[src/rtl/flex_pts_frame_sr.sv]
// Framed parallel-to-serial shifter: accepts a word plus frame length over a valid/ready
// load port and shifts it out one bit per shift_enable strobe, with back-to-back frames.
module flex_pts_frame_sr #(
    parameter int NUM_BITS  = 8,
    parameter int SHIFT_MSB = 1,
    parameter int IDLE_VAL  = 1,
    localparam int LEN_W    = $clog2(NUM_BITS) + 1
) (
    input  logic                clk,
    input  logic                n_rst,
    input  logic                shift_enable,
    input  logic                load_valid,
    output logic                load_ready,
    input  logic [NUM_BITS-1:0] parallel_in,
    input  logic [LEN_W-1:0]    frame_len,
    output logic                serial_out,
    output logic                busy,
    output logic                frame_done
);

    localparam logic IDLE_BIT = (IDLE_VAL != 0);
    localparam logic [LEN_W-1:0] MAX_LEN = LEN_W'(NUM_BITS);

    // Load handshake: a word transfers on any cycle where load_valid and load_ready are both
    // high; load_ready is combinational and may rise on the last-shift cycle of a frame.
    typedef enum logic {
        IDLE  = 1'b0,
        SHIFT = 1'b1
    } state_t;

    state_t               state;
    state_t               next_state;
    logic [NUM_BITS-1:0]  shreg;
    logic [NUM_BITS-1:0]  load_word;
    logic [NUM_BITS-1:0]  shifted;
    logic [LEN_W-1:0]     remaining;
    logic [LEN_W-1:0]     eff_len;
    logic                 last_shift;
    logic                 load;

    always_comb begin
        eff_len = frame_len;
        if (frame_len == '0 || frame_len > MAX_LEN) begin
            eff_len = MAX_LEN;
        end
    end

    // MSB mode left-aligns the frame so bit eff_len-1 sits at the output end.
    always_comb begin
        load_word = parallel_in;
        shifted   = {IDLE_BIT, shreg[NUM_BITS-1:1]};
        if (SHIFT_MSB != 0) begin
            load_word = parallel_in << (MAX_LEN - eff_len);
            shifted   = {shreg[NUM_BITS-2:0], IDLE_BIT};
        end
    end

    always_comb begin
        next_state = state;
        last_shift = 1'b0;
        load_ready = 1'b0;
        case (state)
            IDLE: begin
                load_ready = 1'b1;
                if (load_valid) begin
                    next_state = SHIFT;
                end
            end
            SHIFT: begin
                last_shift = shift_enable && (remaining == LEN_W'(1));
                load_ready = last_shift;
                if (last_shift && !load_valid) begin
                    next_state = IDLE;
                end
            end
            default: next_state = IDLE;
        endcase
    end

    assign load = load_valid && load_ready;

    always_ff @(posedge clk) begin
        if (!n_rst) begin
            state      <= IDLE;
            shreg      <= {NUM_BITS{IDLE_BIT}};
            remaining  <= '0;
            frame_done <= 1'b0;
        end else begin
            state      <= next_state;
            frame_done <= last_shift;
            if (load) begin
                shreg     <= load_word;
                remaining <= eff_len;
            end else if (state == SHIFT && shift_enable) begin
                shreg     <= shifted;
                remaining <= remaining - LEN_W'(1);
            end
        end
    end

    assign busy       = (state == SHIFT);
    assign serial_out = (state == SHIFT)
                        ? ((SHIFT_MSB != 0) ? shreg[NUM_BITS-1] : shreg[0])
                        : IDLE_BIT;

endmodule

[config.mk]
export PLATFORM = sky130hd
export DESIGN_NAME = flex_pts_frame_sr
export DESIGN_NICKNAME = d
export VERILOG_FILES = /design/src/rtl/flex_pts_frame_sr.sv
export SDC_FILE = /design/constraint.sdc
export NUM_CORES = 1
export LEC_CHECK = 0
export ABC_AREA = 1
export CAP_MARGIN = 0
export CORE_MARGIN = 3
export CORE_UTILIZATION = 30
export DETAILED_ROUTE_END_ITERATION = 7
export PLACE_DENSITY = 0.58
export SETUP_SLACK_MARGIN = 0.05
export SLEW_MARGIN = 0
export SYNTH_ARGS = -nofsm -noshare
export SYNTH_HDL_FRONTEND = slang
export SYNTH_SLANG_ARGS = --single-unit
[constraint.sdc]
create_clock -name clk -period 2.4 [get_ports clk]
set_input_delay 0.36 -clock clk [delete_from_list [all_inputs] [get_ports clk]]
set_output_delay 0.36 -clock clk [all_outputs]
set_load 0.05 [all_outputs]
-- Yosys cells after proc, flatten, opt, wreduce, memory -nomap -nowiden
Index checks and enable logic that the tools add are counted.
- bits in registers: 14
- latch bits: 0
- RAM bits: 0
- bits in read-only memories: 0
- output and inout port bits: 4
- word-level logic and storage cells: 29
- memories: 0
- add/subtract/negate cells: 2
- multipliers: 0
- div/mod/pow operators: 0
- order comparisons: 1
- equal/unequal tests: 1
- shift operators: 1
- mux-type cells: 10
- bitwise operators: 1
- reduce and logical (&&, ||, !) cells: 9
- operators with widths (operator ; number):
    $mux 8 ; 2
    $mux 4 ; 3
    $shl 8x4->8 ; 1
    $eq 4x1->1 const B ; 1
    $gt 4x4->1 const B ; 1
    $logic_and 1x1->1 ; 4
    $logic_not 4->1 ; 1
    $pmux 1 s2 ; 2
    $sub 4x1->4 const B ; 1
    $sub 4x4->4 const A ; 1
    $mux 1 ; 3
    $reduce_and 2->1 ; 1
    $reduce_bool 2->1 ; 1
    $logic_not 1->1 ; 1
    $logic_or 1x1->1 ; 1
    $not 1->1 ; 1

-- Logic depth before layout (Yosys ltp)
Gate-level depths: netlist (run 1).
- depth in word-level cells: 6
- mapped depth: 13
- gate-level depth less buffers: 12

-- Least setup slack after synthesis (run 1)
No wires, ideal clock.
- path type: flip-flop to flip-flop
- from: reg state (netlist: busy)
- to: reg remaining[3]
- arrival time: 1887 ps
- data required time: 2284 ps
- slack: 397 ps
- cell stages (with the launch flop): 7
- buffers on the path: 1
- cell sequence: dfxtp_1 -> nand2_1 -> nand2_2 -> buf_2 -> o21ai_0 -> o211ai_1 -> inv_1
- word-level cells in the longest chain between the ends: 4
- elaborated cells on any way between the ends: 6
- those cells by class: 2 x mux; 1 x bitwise; 3 x reduce/logical
- ends and longest elaborated chain (element ; RTL line ; text):
    start, declared ; 31 ; state_t state;
    start signal, assigned ; 89 ; state <= next_state;
    $not 1->1 ; - ;
    $pmux 1 s2 (*) ; 62 ; case (state)
    via load_ready ; 13 ; output logic load_ready,
    $logic_and 1x1->1 (*) ; 80 ; assign load = load_valid && load_ready;
    $mux 4 or $reduce_bool 2->1 (tied branches) ; - ;
    end signal, assigned ; 93 ; remaining <= eff_len;
    end signal, assigned ; 96 ; remaining <= remaining - LEN_W'(1);
    end, declared ; 36 ; logic [LEN_W-1:0] remaining;
The timed path passes the listed nets; every way through them passes the cells marked *.
A chain may end at the register's enable or synchronous reset.

-- Final worst setup path (run 1)
- from: in frame_len[0]
- to: reg shreg[5]
- word-level cells in the longest chain between the ends: 6
- elaborated cells on any way between the ends: 7
- those cells by class: 1 x add/sub; 1 x order compare; 1 x shift; 2 x mux; 2 x reduce/logical
- ends and longest elaborated chain (element ; RTL line ; text):
    start, declared ; 15 ; input logic [LEN_W-1:0] frame_len,
    $gt 4x4->1 or $logic_not 4->1 (tied branches) ; 43 ; if (frame_len == '0 || frame_len > MAX_LEN) begin
    $logic_or 1x1->1 ; 43 ;
    $mux 4 (*) ; 43 ;
    $sub 4x4->4 (*) ; 53 ; load_word = parallel_in << (MAX_LEN - eff_len);
    $shl 8x4->8 (*) ; 53 ;
    $mux 8 (*) ; 91 ; if (load) begin
    end signal, assigned ; 85 ; shreg <= {NUM_BITS{IDLE_BIT}};
    end signal, assigned ; 92 ; shreg <= load_word;
    end signal, assigned ; 95 ; shreg <= shifted;
    end, declared ; 33 ; logic [NUM_BITS-1:0] shreg;
Mark *: on every way between the ends. The rest lies on a longest branch, timed or not.

==> reports/summary.txt, run 1 <==
Iteration count of the initial detailed-routing pass - 4
Die Wd - 64.6 µm
Clk sinks - 14
Largest net degree at the start of global routing - 16
GRT met2 Usage - 21.4%
Most frequent cells in the layout - nand2_1, nand3_1, inv_1
Total Routing Usage GR - 12.6%
DRC errors left - 0
Critical Path Fanout Max - 8
Hold Buf Count CTS - 0
Setup TNS - 0 ns
GR Layer Usage met3 - 4.51%
WP data required - 2.57 ns
Slew Limit Fails - 0
PD cells - 488 nW/µm²
Critical path's most frequent cell - nand2_1
Initial antenna violation count - 0
Max-cap violation count - 0
First-pass GRT wire length - 4240 µm
Vias in the first global route - 988
WS Path Type - primary input to register
CTS resizes - 0
CTS tree - built
Die Height - 64.6 µm
Final ANT Viol Nets - 0
Max IR drop VDD - 0.000387 V
Num rows - 20
Mapped Area - 1030 µm²
Sequential area share after synthesis - 27.2%
CTS H-tree depth - 1
Worst setup SP type - primary input
RSZ-0062 raised after global routing - no
Most common cell after layout, fill and taps aside - nand2_1
Area growth syn-to-layout - 29.2%
Crit-path cells - clkdlybuf4s50_1 > buf_4 > nand3_4 > ha_1 > xnor2_1 > inv_1 > nor2_4 > nand2_1 > o21ai_1 > nand2_1
Mapped Nets - 182
WP data arrival - 2.22 ns
Hold path cells - 2
DR WL/cell - 10.9 µm
GPL Wtd Cong - 0.812
I/O pins - 20
Initial core utilization - 32.7%
Synth Warn # - 0
Fin nets - 208
Post-synthesis register bit count - 14
Layout cells sized above 1 - 10.7%
CTS Root Cell - clkbuf_4
Vias per std cell - 4.77
Post-detail-place hpwl - 2040 µm
Worst-Margin Slew - 0.494 ns
CTS max path bufs - 2
Fillers - 338
Post-Syn Area per Cell - 6.33 µm²
Min-Delay Path Class - register to register
Worst-skew pair later-pin latency - 0.27 ns
GR Overflow Total - 0
Diode count - 0
Crit. End Element - register
Drt total wl - 2520 µm
Final Cycle Share - 85.7%
Crit-path max cell delay - 0.56 ns
Worst Skew - 0.00323 ns
Number of setup buffers added after CTS - 0
Die area - 4180 µm²
F_max - 486 MHz
Worst-path clk slew - 0.07 ns
Placed cell areas - 1310 µm²
Max-slew headroom - 66.9%
Final instance area - 1330 µm²
Distinct cells, synth - 25
Final hold viol count - 0
Period minus WS final - 2.06 ns
Core area - 3150 µm²
Outcome - complete, no violations
Depth of the most critical reg-to-reg path - 10
Synth Instances - 163
GRT met1 Usage - 15.8%
Vias - 1,102
Cts bufs inserted - 3
Port Buf Inserts - 19
DR iter-0 viols - 45
Static leakage - 0.617 nW
Busiest grt layer - met2
Finish-stage setup viols - 0
Worst path slowest cell - clkdlybuf4s50_1
## metal layers
metal | vias to the layer above | routed length [µm]
li1 | 586 | -
met2 | 24 | 1210
met3 | 2 | 129
met1 | 490 | 1180
met5 | - | 0
met4 | 0 | 9
## cell type report
cell class                 count  area [µm²]  area share [%]
sequential                    14         280            21.0
timing repair buffer          26         253            19.0
tap                           44        55.1            4.13
clock buffer                   3        22.5            1.69
multi-input combinational    124         647            48.5
inverter                      20        75.1            5.63
## through the flow
stage                     hold slack, ns  instances  worst slack [ns]  power [mW]  util, %
after floorplan                    0.437        163             0.397       0.443        -
after global placement             0.452        228             0.105       0.524     41.5
after detailed placement           0.464        228            0.0717       0.528     41.5
after CTS                          0.487        231             0.355       0.659     42.3
after global routing               0.515        231             0.188       0.705     42.3
final                              0.479        231             0.343       0.650     42.3
## cells in the mapped netlist, drive strengths merged
cell | count | share of area, %
xnor2 | 1 | 0.85
ha | 3 | 3.6
nand2 | 50 | 20
nand3 | 22 | 12
nand4 | 8 | 4.9
nor2 | 10 | 5.3
nand3b | 1 | 0.73
dfxtp | 14 | 27
or2 | 1 | 0.61
inv | 19 | 6.9
clkbuf | 2 | 0.73
xor2 | 2 | 1.7
o211ai | 2 | 1.5
clkinv | 1 | 0.36
o21ai | 13 | 6.7
buf | 3 | 2.1
a21oi | 11 | 5.3
## where the power goes
group	switching [mW]	leakage (nW)	internal (mW)	total, mW
sequential	0.0122	0.116	0.255	0.268
combinational	0.148	0.487	0.106	0.255
clock	0.0699	0.0138	0.0581	0.128
## worst paths after layout
kind,slack [ns],end,from
min reg2reg,0.48,shreg[3]$_SDFFE_PN1P_,shreg[3]$_SDFFE_PN1P_
max,0.34,shreg[5]$_SDFFE_PN1P_,frame_len[0]
max reg2reg,0.60,shreg[5]$_SDFFE_PN1P_,remaining[1]$_SDFFE_PN0P_
min,0.48,shreg[3]$_SDFFE_PN1P_,shreg[3]$_SDFFE_PN1P_
## kinds of logic (layout without fill, tap and decap cells)
family	count (synthesis)	count (layout)	synth area share (%)
AND/OR/NAND/NOR	92	92	43.1
AO/OA/AOI/OAI	26	26	13.5
buffers and inverters	25	49	10.1
flip-flops	14	14	27.2
adder cells (fa/ha/maj)	3	3	3.64
XOR/XNOR	3	3	2.55
## state kept, by name, summed over array words and instances (netlist names)
register,cells
remaining,4
busy,1
frame_done,1
shreg,8
## worst max-delay path: cells and delay by family
family | cells | cell delay [ns]
buffers and inverters | 3 | 0.89
AND/OR/NAND/NOR | 4 | 0.38
XOR/XNOR | 1 | 0.25
adder cells (fa/ha/maj) | 1 | 0.21
AO/OA/AOI/OAI | 1 | 0.13
No activity file was read; power rests on OpenSTA's default activity.
==> inputs of run 2 (changes only) <==
--- a/config.mk
+++ b/config.mk
@@ -7,12 +7,11 @@
 export LEC_CHECK = 0
 export ABC_AREA = 1
 export CAP_MARGIN = 0
-export CORE_MARGIN = 3
 export CORE_UTILIZATION = 30
 export DETAILED_ROUTE_END_ITERATION = 7
 export PLACE_DENSITY = 0.58
 export SETUP_SLACK_MARGIN = 0.05
-export SLEW_MARGIN = 0
+export SLEW_MARGIN = 20
 export SYNTH_ARGS = -nofsm -noshare
 export SYNTH_HDL_FRONTEND = slang
 export SYNTH_SLANG_ARGS = --single-unit
==> constraint.sdc (replaced) <==
create_clock -name clk -period 2.1 [get_ports clk]
set_input_delay 0.315 -clock clk [delete_from_list [all_inputs] [get_ports clk]]
set_output_delay 0.315 -clock clk [all_outputs]
set_load 0.05 [all_outputs]
==> run 2 against run 1 <==
Combinational power grew 19%. Global-route usage rose by 2.8 points. Count of clock-buffer cells in the layout did not move. Final area is 2.3% higher.
==> reports/summary.txt, run 2 (same netlist as run 1, synthesis figures left out) <==
Outcome - complete, no violations
Slew Limit Fails - 0 (unchanged)
First-pass GRT wire length - 4280 µm (+0.97%)
GR Layer Usage met3 - 4.48% (-0.028 points)
Worst-path clk slew - 0.08 ns (about the same)
PD cells - 557 nW/µm² (+14%)
Worst-Margin Slew - 0.493 ns (-0.00142 ns)
Vias - 1,122 (+1.8%)
Port Buf Inserts - 19 (unchanged)
Clk sinks - 14 (unchanged)
CTS max path bufs - 2 (unchanged)
I/O pins - 20 (unchanged)
Worst hold margin - 0.476 ns (-0.00379 ns)
DR WL/cell - 10.7 µm (-2.2%)
Finish-stage setup viols - 0 (unchanged)
Min-Delay Path Class - register to register
Worst Skew - 0.00282 ns (-0.000403 ns)
Final Cycle Share - 89.4%
Die Height - 60.6 µm (-6.2%)
Initial antenna violation count - 0 (unchanged)
Period minus WS final - 1.88 ns
Post-detail-place hpwl - 1960 µm (-3.8%)
GPL Wtd Cong - 0.886 (+9.1%)
RSZ-0062 raised after global routing - no
Setup TNS - 0 ns (unchanged)
Placed cell areas - 1330 µm² (+1.1%)
Vias per std cell - 4.82 (+0.94%)
Max reg flops - 8 (unchanged)
Biggest register - shreg
Layout cells sized above 1 - 13.2% (+2.5 points)
Iteration count of the initial detailed-routing pass - 4 (unchanged)
Worst setup endpoint - shreg[5]$_SDFFE_PN1P_
CTS H-tree depth - 1 (unchanged)
Final ANT Viol Nets - 0 (unchanged)
Diode count - 0 (unchanged)
Depth of the most critical reg-to-reg path - 10 (unchanged)
GR Overflow Total - 0 (unchanged)
F_max - 533 MHz
WP data required - 2.27 ns (-0.30 ns)
CTS Root Cell - clkbuf_4
GRT met2 Usage - 28.3% (+6.9 points)
Vias in the first global route - 1,038 (+5.1%)
Core area - 3150 µm² (unchanged)
RR Endpoint - shreg[5]$_SDFFE_PN1P_
DR iter-0 viols - 48 (+6.7%)
Static leakage - 0.640 nW (+3.8%)
Max-slew headroom - 67.0% (+0.095 points)
Crit. End Element - register
CTS tree - built
Fin util - 43.3% (+0.99 points)
Critical Path Fanout Max - 6 (-2)
Total Routing Usage GR - 15.4% (+2.8 points)
WP data arrival - 2.05 ns (-0.17 ns)
Fin nets - 210 (+0.96%)
Fillers - 360 (+6.5%)
R2R Setup Slk - 0.35 ns (-0.25 ns)
Final instance area - 1360 µm² (+2.3%)
Most frequent cells in the layout - nand2_1, nand3_1, inv_1
Busiest grt layer - met2
Worst-skew pair later-pin latency - 0.28 ns (about the same)
Cts bufs inserted - 3 (unchanged)
Initial core utilization - 32.7% (unchanged)
Final hold viol count - 0 (unchanged)
Largest registers - shreg (8), remaining (4)
Worst r2r src - remaining[1]$_SDFFE_PN0P_
Worst Setup SP - frame_len[2]
Max-cap violation count - 0 (unchanged)
Area growth syn-to-layout - 32.3%
Die area - 3670 µm² (-12%)
Die Wd - 60.6 µm (-6.2%)
Largest net degree at the start of global routing - 16 (unchanged)
WS Path Type - primary input to register
Number of setup buffers added after CTS - 0 (unchanged)
Num rows - 20 (unchanged)
DRC errors left - 0 (unchanged)
Worst setup SP type - primary input
Max IR drop VDD - 0.000460 V (+19%)
GRT met1 Usage - 17.8% (+2.1 points)
Most common cell after layout, fill and taps aside - nand2_1
Drt total wl - 2490 µm (-1.3%)
[run 2: final cells by class]
class,instances,area [µm²],area share [%]
repair buffers,28,270,19.8
well taps,44,55.1,4.04
multi-input cells,124,657,48.2
flip-flops and latches,14,280,20.6
clock buffers,3,22.5,1.65
inverters,20,78.8,5.78
[run 2: per-layer routing]
metal,wire [µm],vias to the layer above
met5,0,-
met4,9,0
met3,117,2
met2,1210,24
met1,1160,507
li1,-,589
[run 2: critical path: stages]
cell	delay, ns
clkdlybuf4s50_1	0.54
nor2_1	0.07
nand2_2	0.10
nand3_4	0.08
ha_1	0.22
xnor2_2	0.18
inv_1	0.10
nor2_4	0.17
nand2_1	0.07
o21ai_1	0.12
nand2_1	0.07
[run 2: how the worst min path moves through the flow]
stage,depth (start not counted),slack (ns),start,end
4_1_cts,2,0.48,shreg[3]$_SDFFE_PN1P_,shreg[3]$_SDFFE_PN1P_
5_1_grt,2,0.52,shreg[3]$_SDFFE_PN1P_,shreg[3]$_SDFFE_PN1P_
2_1_floorplan,2,0.44,shreg[2]$_SDFFE_PN1P_,shreg[2]$_SDFFE_PN1P_
6_report,2,0.48,shreg[3]$_SDFFE_PN1P_,shreg[3]$_SDFFE_PN1P_
3_3_place_gp,2,0.45,shreg[3]$_SDFFE_PN1P_,shreg[3]$_SDFFE_PN1P_
3_5_place_dp,2,0.46,shreg[3]$_SDFFE_PN1P_,shreg[3]$_SDFFE_PN1P_
[run 2: timing repair]
action,CTS,global route
resized for setup,0,4
setup endpoints to repair,0,5
hold buffers,0,0
[run 2: per-stage QoR]
stage / power (mW) / worst slack, ns / instances
3_5_place_dp: 0.609 / -0.146 / 230
3_3_place_gp: 0.605 / -0.113 / 230
4_1_cts: 0.766 / 0.132 / 233
5_1_grt: 0.832 / 0.0660 / 233
6_report: 0.760 / 0.223 / 233
2_1_floorplan: 0.507 / 0.0969 / 163
[run 2: where the power goes]
part	total, mW	internal, mW	switching (mW)
sequential	0.305	0.292	0.0134
combinational	0.303	0.130	0.173
clock	0.152	0.0665	0.0856
total	0.760	0.488	0.272
==> variant: new RTL, flow settings as in run 2 <==
Change the parameter `NUM_BITS` from 8 to 16.
--- a/src/rtl/flex_pts_frame_sr.sv
+++ b/src/rtl/flex_pts_frame_sr.sv
@@ -3,3 +3,3 @@
 module flex_pts_frame_sr #(
-    parameter int NUM_BITS  = 8,
+    parameter int NUM_BITS  = 16,
     parameter int SHIFT_MSB = 1,
Interface: changed (resized frame_len and parallel_in); port bits go from 20 to 29. The function was not compared with the original's and may differ.
==> variant against run 2 <==
  * Worst setup slack worse by 39 ps
  * Count of clock-buffer cells in the layout up 1
  * Final cell count up 100%
  * Synthesized cell count up 120%
  * Sequential cell count up 9
  * Critical path depth up 6
  * Wire length up 130%
  * Final area up 110%
  * Synthesized area up 92%
  * Global-route usage up 1.5 points
  * Total power up 110%
  * First-iteration DRC count up 110%
  * Sequential share of layout area down 4.3 points
==> variant: results (changes against run 2) <==
Clock Latency Late Sink: 260 ps (-20 ps)
DRT Pass-1 Iters: 4 (unchanged)
Routability-driven placement congestion ratio: 0.846 (-4.4%)
Post-synthesis compound-gate area fraction: 8.32% (-5.1 points)
First-pass GRT wire length: 9.81 mm (+130%)
Post-Syn Area per Cell: 5.62 um^2 (-11%)
Family with the most delay on the worst path: simple AND/OR/NAND/NOR gates
Placed insts: 464 (+100%)
Clk_skew: 2.46 ps (-0.361 ps)
Distinct cells, synth: 25 (unchanged)
Setup bufs post-CTS: 1 (+1)
Drt wl/cell: 12.3 um (+15%)
CP endpoint: shreg[12]
CP arrival: 2080 ps (+30 ps)
Met1 Usage GRT: 22.1% (+4.3 points)
Worst slack at placement: -536 ps (-390 ps)
Top post-synthesis cells by area: nand2_1, dfxtp_1, nand3_1, inv_1, a21oi_1
Min-delay src: shreg[2]
Longest Clk Path Bufs: 2 (unchanged)
Clk. pwr: 0.000278 W (+83%)
Fraction of layout cells with a size suffix above 1: 22.3% (+9.1 points)
CP startpoint: frame_len[1]
FF-to-FF End: shreg[10]
Syn Nets: 382 (+110%)
Vias per cell: 5.06 (+5.1%)
Outcome: completed
Critical-path top delay cell: ha_4
Static leakage: 1.38 nW (+120%)
Combinational Power Share: 50.1% (+10 points)
Power share of the clock group: 17.7% (-2.3 points)
Post-cts resize count: 20 (+20)
Register area share after synthesis: 23.2% (-4.0 points)
Min Hold Slack: 475 ps (-0.169 ps)
Gr usage total: 16.9% (+1.5 points)
Vias in the first global route: 2197 (+110%)
Adder-Cell Fraction of Synth Area: 2.52% (-1.1 points)
Worst-margin pin slew: 733 ps (+240 ps)
Ys Warns: 0 (unchanged)
Int Pwr: 0.000948 W (+94%)
R2R Setup Slk: 370 ps (+20 ps)
Top cells by count, synth: nand2_1, nand3_1, inv_1
Detailed-route wire length: 5.83 mm (+130%)
Fin nets: 429 (+100%)
Grt met3 use: 2.88% (-1.6 points)
Worst Reg-to-Reg Cells: 12 (+2)
Largest net degree at the start of global routing: 24 (+8)
GR Util met2: 30.2% (+1.9 points)
Period utilization: 91.2% (+1.8 points)
DR iter-0 viols: 100 (+110%)
XOR/XNOR Fraction of Synth Area: 1.32% (-1.2 points)
Sum of net half-perimeters after detailed placement: 4.21 mm (+110%)
CP peak stage delay: 380 ps (-160 ps)
-- variant: changes by cell type after synthesis, sizes merged, moves of 2 or more --
cell    delta
or2        +2
nor3       +2
nand3     +56
buf        +8
nand2     +96
a21oi      +6
clkbuf     +4
inv       +13
dfxtp      +9
nand4      -5
-- variant: metal layers --
metal / vias to the layer above / share of wire (%)
li1: 1238 / -
met1: 1133 / 50
met2: 35 / 48
met3: 2 / 2.5
met4: 0 / 0.27
met5: - / 0
-- variant: cell type report --
| class | count | area (um^2) | share of cell area [%] |
|---|---|---|---|
| Multi-Input combinational cell | 283 | 1550 | 54.6 |
| Tap cell | 77 | 96.3 | 3.40 |
| Timing Repair inverter | 1 | 8.76 | 0.309 |
| Clock buffer | 4 | 45.0 | 1.59 |
| Timing Repair Buffer | 56 | 532 | 18.8 |
| Sequential cell | 23 | 460 | 16.3 |
| Inverter | 32 | 143 | 5.04 |
-- variant: worst min-delay path, stage by stage, from the launching register on --
cell	delay (ps)
dfxtp_1	330
o21ai_1	70
nand2_1	50
